$ cat config.mk
export PLATFORM = sky130hd
export DESIGN_NAME = shift_seq_ctrl
export DESIGN_NICKNAME = d
export VERILOG_FILES = /design/src/rtl/shift_seq_ctrl.sv
export SDC_FILE = /design/constraint.sdc
export NUM_CORES = 1
export LEC_CHECK = 0
export ABC_CLOCK_PERIOD_IN_PS = 1500
export BUFFER_PORTS_ARGS = -buffer_cell sky130_fd_sc_hd__buf_2
export CAP_MARGIN = 40
export CELL_PAD_IN_SITES_DETAIL_PLACEMENT = 1
export CELL_PAD_IN_SITES_GLOBAL_PLACEMENT = 2
export CORE_MARGIN = 2
export CORE_UTILIZATION = 27
export DETAILED_ROUTE_END_ITERATION = 16
export PLACE_DENSITY = 0.85
export SLEW_MARGIN = 15
export SYNTH_ARGS = -nofsm -noshare
export SYNTH_HDL_FRONTEND = slang
export SYNTH_SLANG_ARGS = --single-unit
export TNS_END_PERCENT = 10
$ cat constraint.sdc
create_clock -name clk -period 1.5 [get_ports clk]
set_input_delay 0.15 -clock clk [delete_from_list [all_inputs] [get_ports clk]]
set_output_delay 0.15 -clock clk [all_outputs]
set_load 0.01 [all_outputs]
$ cat src/rtl/shift_seq_ctrl.sv
// Command sequencer for a 4-bit universal shift register.
// A command loads one word into the register. It then shifts or rotates that
// word by a programmable number of positions, driving {s1,s0}, pa_in and the
// serial inputs on every cycle. Rotate takes its serial bit from the
// register's own end outputs.
module shift_seq_ctrl #(
    parameter int WIDTH = 4,
    parameter int CNT_W = 3
) (
    input  logic             clk,
    input  logic             clr,
    input  logic             start,
    input  logic             cmd_dir,
    input  logic             cmd_rot,
    input  logic             cmd_fill,
    input  logic [CNT_W-1:0] cmd_count,
    input  logic [WIDTH-1:0] cmd_data,
    input  logic             left_out_fb,
    input  logic             right_out_fb,
    output logic             s0,
    output logic             s1,
    output logic [WIDTH-1:0] pa_in,
    output logic             left_in,
    output logic             right_in,
    output logic             busy,
    output logic             done
);

    typedef enum logic [1:0] {
        ST_IDLE,
        ST_LOAD,
        ST_SHIFT,
        ST_DONE
    } state_t;

    // Register mode select encoding {s1,s0}.
    localparam logic [1:0] MODE_HOLD  = 2'b00;
    localparam logic [1:0] MODE_LEFT  = 2'b01;
    localparam logic [1:0] MODE_RIGHT = 2'b10;
    localparam logic [1:0] MODE_LOAD  = 2'b11;

    state_t             state;
    state_t             state_nxt;
    logic               dir_q;
    logic               rot_q;
    logic               fill_q;
    logic [WIDTH-1:0]   data_q;
    logic [CNT_W-1:0]   remaining;
    logic [1:0]         mode;

    // State register.
    // NOTE: sequential state uses non-blocking (<=) so every flop samples
    // pre-edge values; blocking here would create order-dependent races.
    always_ff @(posedge clk or negedge clr) begin
        if (!clr) begin
            state <= ST_IDLE;
        end else begin
            state <= state_nxt;
        end
    end

    // Latch the command in IDLE and count shifts down while in SHIFT.
    always_ff @(posedge clk or negedge clr) begin
        if (!clr) begin
            dir_q     <= 1'b0;
            rot_q     <= 1'b0;
            fill_q    <= 1'b0;
            data_q    <= '0;
            remaining <= '0;
        end else if (state == ST_IDLE && start) begin
            dir_q     <= cmd_dir;
            rot_q     <= cmd_rot;
            fill_q    <= cmd_fill;
            data_q    <= cmd_data;
            remaining <= cmd_count;
        end else if (state == ST_SHIFT) begin
            // The FSM leaves SHIFT when remaining is 1, so this never wraps.
            remaining <= remaining - CNT_W'(1);
        end
    end

    // Next-state decode.
    // NOTE: assigning a default before the case keeps every path assigned,
    // so no latch is inferred for state_nxt.
    always_comb begin
        state_nxt = state;
        unique case (state)
            ST_IDLE:  if (start) state_nxt = ST_LOAD;
            ST_LOAD:  state_nxt = (remaining == '0) ? ST_DONE : ST_SHIFT;
            ST_SHIFT: if (remaining == CNT_W'(1)) state_nxt = ST_DONE;
            ST_DONE:  state_nxt = ST_IDLE;
            default:  state_nxt = ST_IDLE;
        endcase
    end

    // Moore outputs from state and the latched command. The rotate serial
    // bit passes straight through from the register's opposite end.
    always_comb begin
        mode     = MODE_HOLD;
        pa_in    = '0;
        left_in  = 1'b0;
        right_in = 1'b0;
        busy     = 1'b0;
        done     = 1'b0;
        unique case (state)
            ST_IDLE: begin
            end
            ST_LOAD: begin
                mode  = MODE_LOAD;
                pa_in = data_q;
                busy  = 1'b1;
            end
            ST_SHIFT: begin
                busy = 1'b1;
                if (dir_q) begin
                    mode     = MODE_LEFT;
                    right_in = rot_q ? left_out_fb : fill_q;
                end else begin
                    mode    = MODE_RIGHT;
                    left_in = rot_q ? right_out_fb : fill_q;
                end
            end
            ST_DONE: begin
                done = 1'b1;
            end
            default: begin
            end
        endcase
    end

    assign s1 = mode[1];
    assign s0 = mode[0];

endmodule

# [Word level (Yosys, flattened, before mapping)]
# Cells that the tools add are included.
[totals] ff_bits=12 out_inout_bits=10 word_cells=36
[op_classes] n_addsub=1 n_eq_ne=6 mux=17 n_reduce_logical=6
[ops] cell="$mux 1" count=9
[ops] cell="$pmux 2 s4" count=1
[ops] cell="$mux 2" count=3
[ops] cell="$mux 3" count=2
[ops] cell="$eq 2x2->1 const B" count=2
[ops] cell="$mux 4" count=1
[ops] cell="$pmux 2 s2" count=1
[ops] cell="$eq 3x1->1 const B" count=1
[ops] cell="$logic_not 3->1" count=1
[ops] cell="$sub 3x1->3 const B" count=1
[ops] cell="$eq 2x1->1 const B" count=1
[ops] cell="$logic_not 2->1" count=1
[ops] cell="$ne 2x1->1 const B" count=1
[ops] cell="$ne 2x2->1 const B" count=1
[ops] cell="$reduce_and 2->1" count=1
[ops] cell="$reduce_bool 2->1" count=1
[ops] cell="$reduce_or 2->1" count=1
[ops] cell="$logic_and 1x1->1" count=1

# [Longest topological paths before layout]
[logic_depth] depth_word=3 depth_mapped=6 depth_no_buf=5

# [Worst setup path before layout]
# OpenSTA, ideal clock, no wires.
[synth_timing] kind="reg-to-reg" startpoint="register state[0]" endpoint="register state[1]" arrival_time_ns=1.263 setup_slack_ns=0.112 stages_incl_launch_ff=6 cell_sequence="dfrtp_1 inv_1 ha_1 nor2b_2 a21oi_2 mux2_2"
[synth_via] elab_chain_len=3 word_cells_on_any_way=8 cone_classes="eq/ne: 5; mux: 1; reduce/logical: 2"
[synth_rtl] item="start, declared" line="42" rtl="state_t state;"
[synth_rtl] item="start signal, assigned" line="58" rtl="state <= state_nxt;"
[synth_rtl] item="$eq 2x2->1 / $logic_not 2->1 (equally long branches)" line="87" rtl="unique case (state)"
[synth_rtl] item="$ne 2x1->1 (no source line) / $ne 2x2->1 (equally long branches)"
[synth_rtl] item="$reduce_and 2->1 (no source line)"
# Several ways; a longest one is shown, not always the timed one.
# A chain may end at the register's enable or synchronous reset.

# [Final worst setup path]
[layout_timing] startpoint="register state[1]" endpoint="output port s1"
[layout_via] elab_chain_len=2 word_cells_on_any_way=3 cone_classes="eq/ne: 2; mux: 1"
[layout_rtl] item="$eq 2x2->1 / $eq 2x1->1 (equally long branches)" line="105" rtl="unique case (state)"
[layout_rtl] item="$pmux 2 s2 (*)" line="105"
[layout_rtl] item="end, declared" line="21" rtl="output logic s1,"
# Mark *: on every way between the ends. The rest lies on a longest branch, timed or not.

==> results.sh <==
export IMPL_p_int_mw=1.37
export IMPL_synth_fp_nets=89
export IMPL_r2r_start="state[1]$_DFFE_PN0P_"
export IMPL_min_delay_start="cmd_data[1]"
export IMPL_r2r_cells=4
export IMPL_final_cells=129
export IMPL_busiest_layer="met2"
export IMPL_rsz0062_at_grt="yes"
export IMPL_via_per_inst=4.38
export IMPL_max_freq_mhz=672
export IMPL_gr_usage_met1=0.145
export IMPL_synth_top_cell_area_share=0.395
export IMPL_first_pass_iters=2
export IMPL_worstHoldEndpoint="data_q[1]$_DFFE_PN0P_"
export IMPL_clk_pin_slew_ns=0.07
export IMPL_p_clk_frac=0.085
export IMPL_cp_arrival_ns=1.34
export IMPL_gp_congestion=0.654
export IMPL_cts_buffers=3
export IMPL_grtUsageTotal=0.106
export IMPL_cts_tree="done"
export IMPL_period_needed_ns=1.49
export IMPL_vias=565
export IMPL_tightest_slew_ns=0.268
export IMPL_hold_violations=0
export IMPL_r2r_end="state[1]$_DFFE_PN0P_"
export IMPL_utilization=0.383
export IMPL_timing_final_crit_share=0.991
export IMPL_htree_levels=1
export IMPL_ys_flop_type="dfrtp_1"
export IMPL_whs_path_depth=2
export IMPL_wl_um=1610
export IMPL_area_growth_pct=36.7
export IMPL_status="completed"
export IMPL_ant_nets=0
export IMPL_synth_mux_area_frac=0.185
export IMPL_reg2reg_slack_ns=0.08
export IMPL_drcViolationCount=0
export IMPL_finalSetupTns_ns=0
export IMPL_power_switching_mw=0.856
export IMPL_max_stage_delay_ns=0.47
export IMPL_p_per_area_nw_per_um2=2150
export IMPL_finClkSkew_ns=0.000411
export IMPL_gr_total_overflow=0
export IMPL_synth_area_sq_um=759
export IMPL_drive_gt1_frac=0.561
export IMPL_cp_cell_sequence="ha_4 > nor2b_4 > o21a_1 > buf_2"
export IMPL_worstPathRequired_ns=1.35
export IMPL_p_total_mw=2.23
export IMPL_yosysUniqueCellTypes=21
export IMPL_irDropWorstVdd_v=0.00115
export IMPL_synth_top_family_by_area="multiplexers"
export IMPL_synth_seq_cells=12
export IMPL_ys_top_cells_by_area="dfrtp_1 40%, ha_1 13%, mux2_4 9.9%, mux2_2 5.9%, and2_1 3.3%"
export IMPL_place_inst=121
export IMPL_power_frac_comb=0.627
export IMPL_worst_setup_path_type="reg2out"
export IMPL_wl_per_cell_um=12.4
export IMPL_diodes=0
export IMPL_clock_latency_ns=0.26
export IMPL_min_delay_path_class="in2reg"
export IMPL_crit_path_max_fanout=5
export IMPL_nets=123
export IMPL_cts_num_sinks=12
export IMPL_synth_warnings=0
export IMPL_dr_first_iter_drc_count=1
export IMPL_synth_compound_area_frac=0.0807
export IMPL_setup_worst_path_start_class="register"
export IMPL_yosys_area_top_type="dfrtp_1"
export IMPL_synth_simple_area_share=0.130
export IMPL_maxCapViolations=0
export IMPL_ys_seq_area_frac=0.395
export IMPL_clock_path_buffers=2
export IMPL_yosysMostFrequentCell="dfrtp_1"
export IMPL_synth_common_cells="12 x dfrtp_1, 8 x ha_1, 5 x inv_1, 5 x mux2_4, 5 x nor2_1"
export IMPL_die_w_um=57.0
export IMPL_ios=25
export IMPL_crit_path_end_kind="output port"
export IMPL_clockRootBuffer="clkbuf_4"
export IMPL_antenna_found_initial=0
export IMPL_setup_violations=0
export IMPL_synthAdderAreaFrac=0.132
export IMPL_grt_pass1_wl_um=2740
export IMPL_cp_slowest_cell="dfrtp_2"
export IMPL_dieArea_sq_um=3250
export IMPL_avgSynthCellArea_sq_um=11.5
export IMPL_met3_usage=0.0249
export IMPL_switching_share=0.384
export IMPL_rows=19
export IMPL_syn_inst=66
export IMPL_synth_edf_count=0
export IMPL_nFillCells=326
export IMPL_p_seq_frac=0.288
export IMPL_p_leak_nw=0.520
export IMPL_synthXorXnorAreaFrac=0.0231
export IMPL_drv_slew=0
export IMPL_dieHeight_um=57.0
export IMPL_grt_pass1_vias=606
export IMPL_dp_final_hpwl_um=1230
export IMPL_core_sq_um=2710
export IMPL_grt_max_degree=13
export IMPL_grt_use_met2=0.174
export IMPL_async_reset_ff_frac=1.00
export IMPL_port_buffers=24
export IMPL_start_util=0.280
export IMPL_maxSlewHeadroom=0.816
-- cell type report --
type                       count  area [sq um]  area share
multi-input combinational     47           473       0.455
clock buffer                   3          22.5      0.0217
timing repair buffer          31           181       0.175
tap                           31          38.8      0.0373
sequential                    12           302       0.290
inverter                       5          21.3      0.0205
-- cell families after synthesis --
kind of cell,count (synthesis)
xor gates and xnor gates,2
DFF,12
and+or+nand+nor,17
AOI/OAI and AO/OA,9
buffers and inverters,7
adders and majority gates,8
muxes,11
-- per-layer routing --
metal  part of all wire  up-vias
li1                   -      284
met1               0.46      263
met5                  0        -
met3              0.055        0
met4                  0        0
met2               0.49       18
-- critical path, delay by kind of cell (launching register included) --
kind / cells / cell delay, ns
AO/OA/AOI/OAI: 1 / 0.16
adder cells (fa/ha/maj): 1 / 0.20
buffers and inverters: 1 / 0.13
flip-flops: 1 / 0.47
AND/OR/NAND/NOR: 1 / 0.12
-- layout by cell type, fill, tap and decap left out --
cell,netlist,final
dfrtp_2,0,1
nor2b_1,3,1
xnor2_1,2,2
nand2b_4,1,1
clkbuf_4,0,3
nor2_2,0,1
buf_6,2,1
a21oi_1,4,4
a211oi_1,1,1
buf_2,0,23
o21a_1,1,1
nor2b_4,0,2
mux2_2,4,4
buf_4,0,6
mux2_4,5,5
ha_1,8,5
a2bb2oi_1,1,1
nor2_1,5,4
a311oi_1,1,1
and2_1,4,4
dfrtp_1,12,11
inv_2,0,1
inv_1,5,3
nor2b_2,1,1
nand2_2,1,1
dlygate4sd3_1,0,1
ha_4,0,3
nand2_1,2,2
a21oi_2,1,1
mux2i_1,2,2
inv_4,0,1
-- power groups by stage --
stage | registers, mW | clock network [mW] | logic [mW]
2_1_floorplan | 0.594 | 0 | 0.897
3_3_place_gp | 0.603 | 0 | 1.15
3_5_place_dp | 0.618 | 0 | 1.19
4_1_cts | 0.629 | 0.198 | 1.38
5_1_grt | 0.670 | 0.217 | 1.56
6_report | 0.642 | 0.189 | 1.40
-- repair_timing --
action | CTS | global route
hold endpoints to repair | 12 | 0
endpoints found under the setup margin | 8 | 8
pin swaps | 0 | 2
gates cloned | 0 | 0
resized for setup | 9 | 6
hold buffers | 1 | 0
buffers inserted | 4 | 0
-- state kept, by name, indices dropped and copies added, names as in the netlist --
name,cells
rot_q,1
dir_q,1
data_q,4
remaining,3
state,2
fill_q,1
-- worst max-delay path by stage --
| stage | startpoint | end | cells past startpoint |
|---|---|---|---|
| CTS | state[0]$_DFFE_PN0P_ | left_in | 5 |
| detailed placement | state[0]$_DFFE_PN0P_ | left_in | 5 |
| global route | state[0]$_DFFE_PN0P_ | left_in | 5 |
| finish | state[1]$_DFFE_PN0P_ | s1 | 4 |
| global placement | state[0]$_DFFE_PN0P_ | left_in | 5 |
| floorplan | state[0]$_DFFE_PN0P_ | state[1]$_DFFE_PN0P_ | 5 |
-- per-stage QoR --
stage / hold slack, ns / setup WS (ns) / cell area (sq um)
finish: 0.117 / 0.0129 / 1040
global route: 0.106 / -0.0750 / 1040
CTS: 0.109 / 0.00334 / 1010
detailed placement: 0.0484 / 0.00776 / 911
global placement: 0.0443 / 0.00987 / 911
floorplan: -0.146 / 0.112 / 759
(Power assumes the default switching activity.)
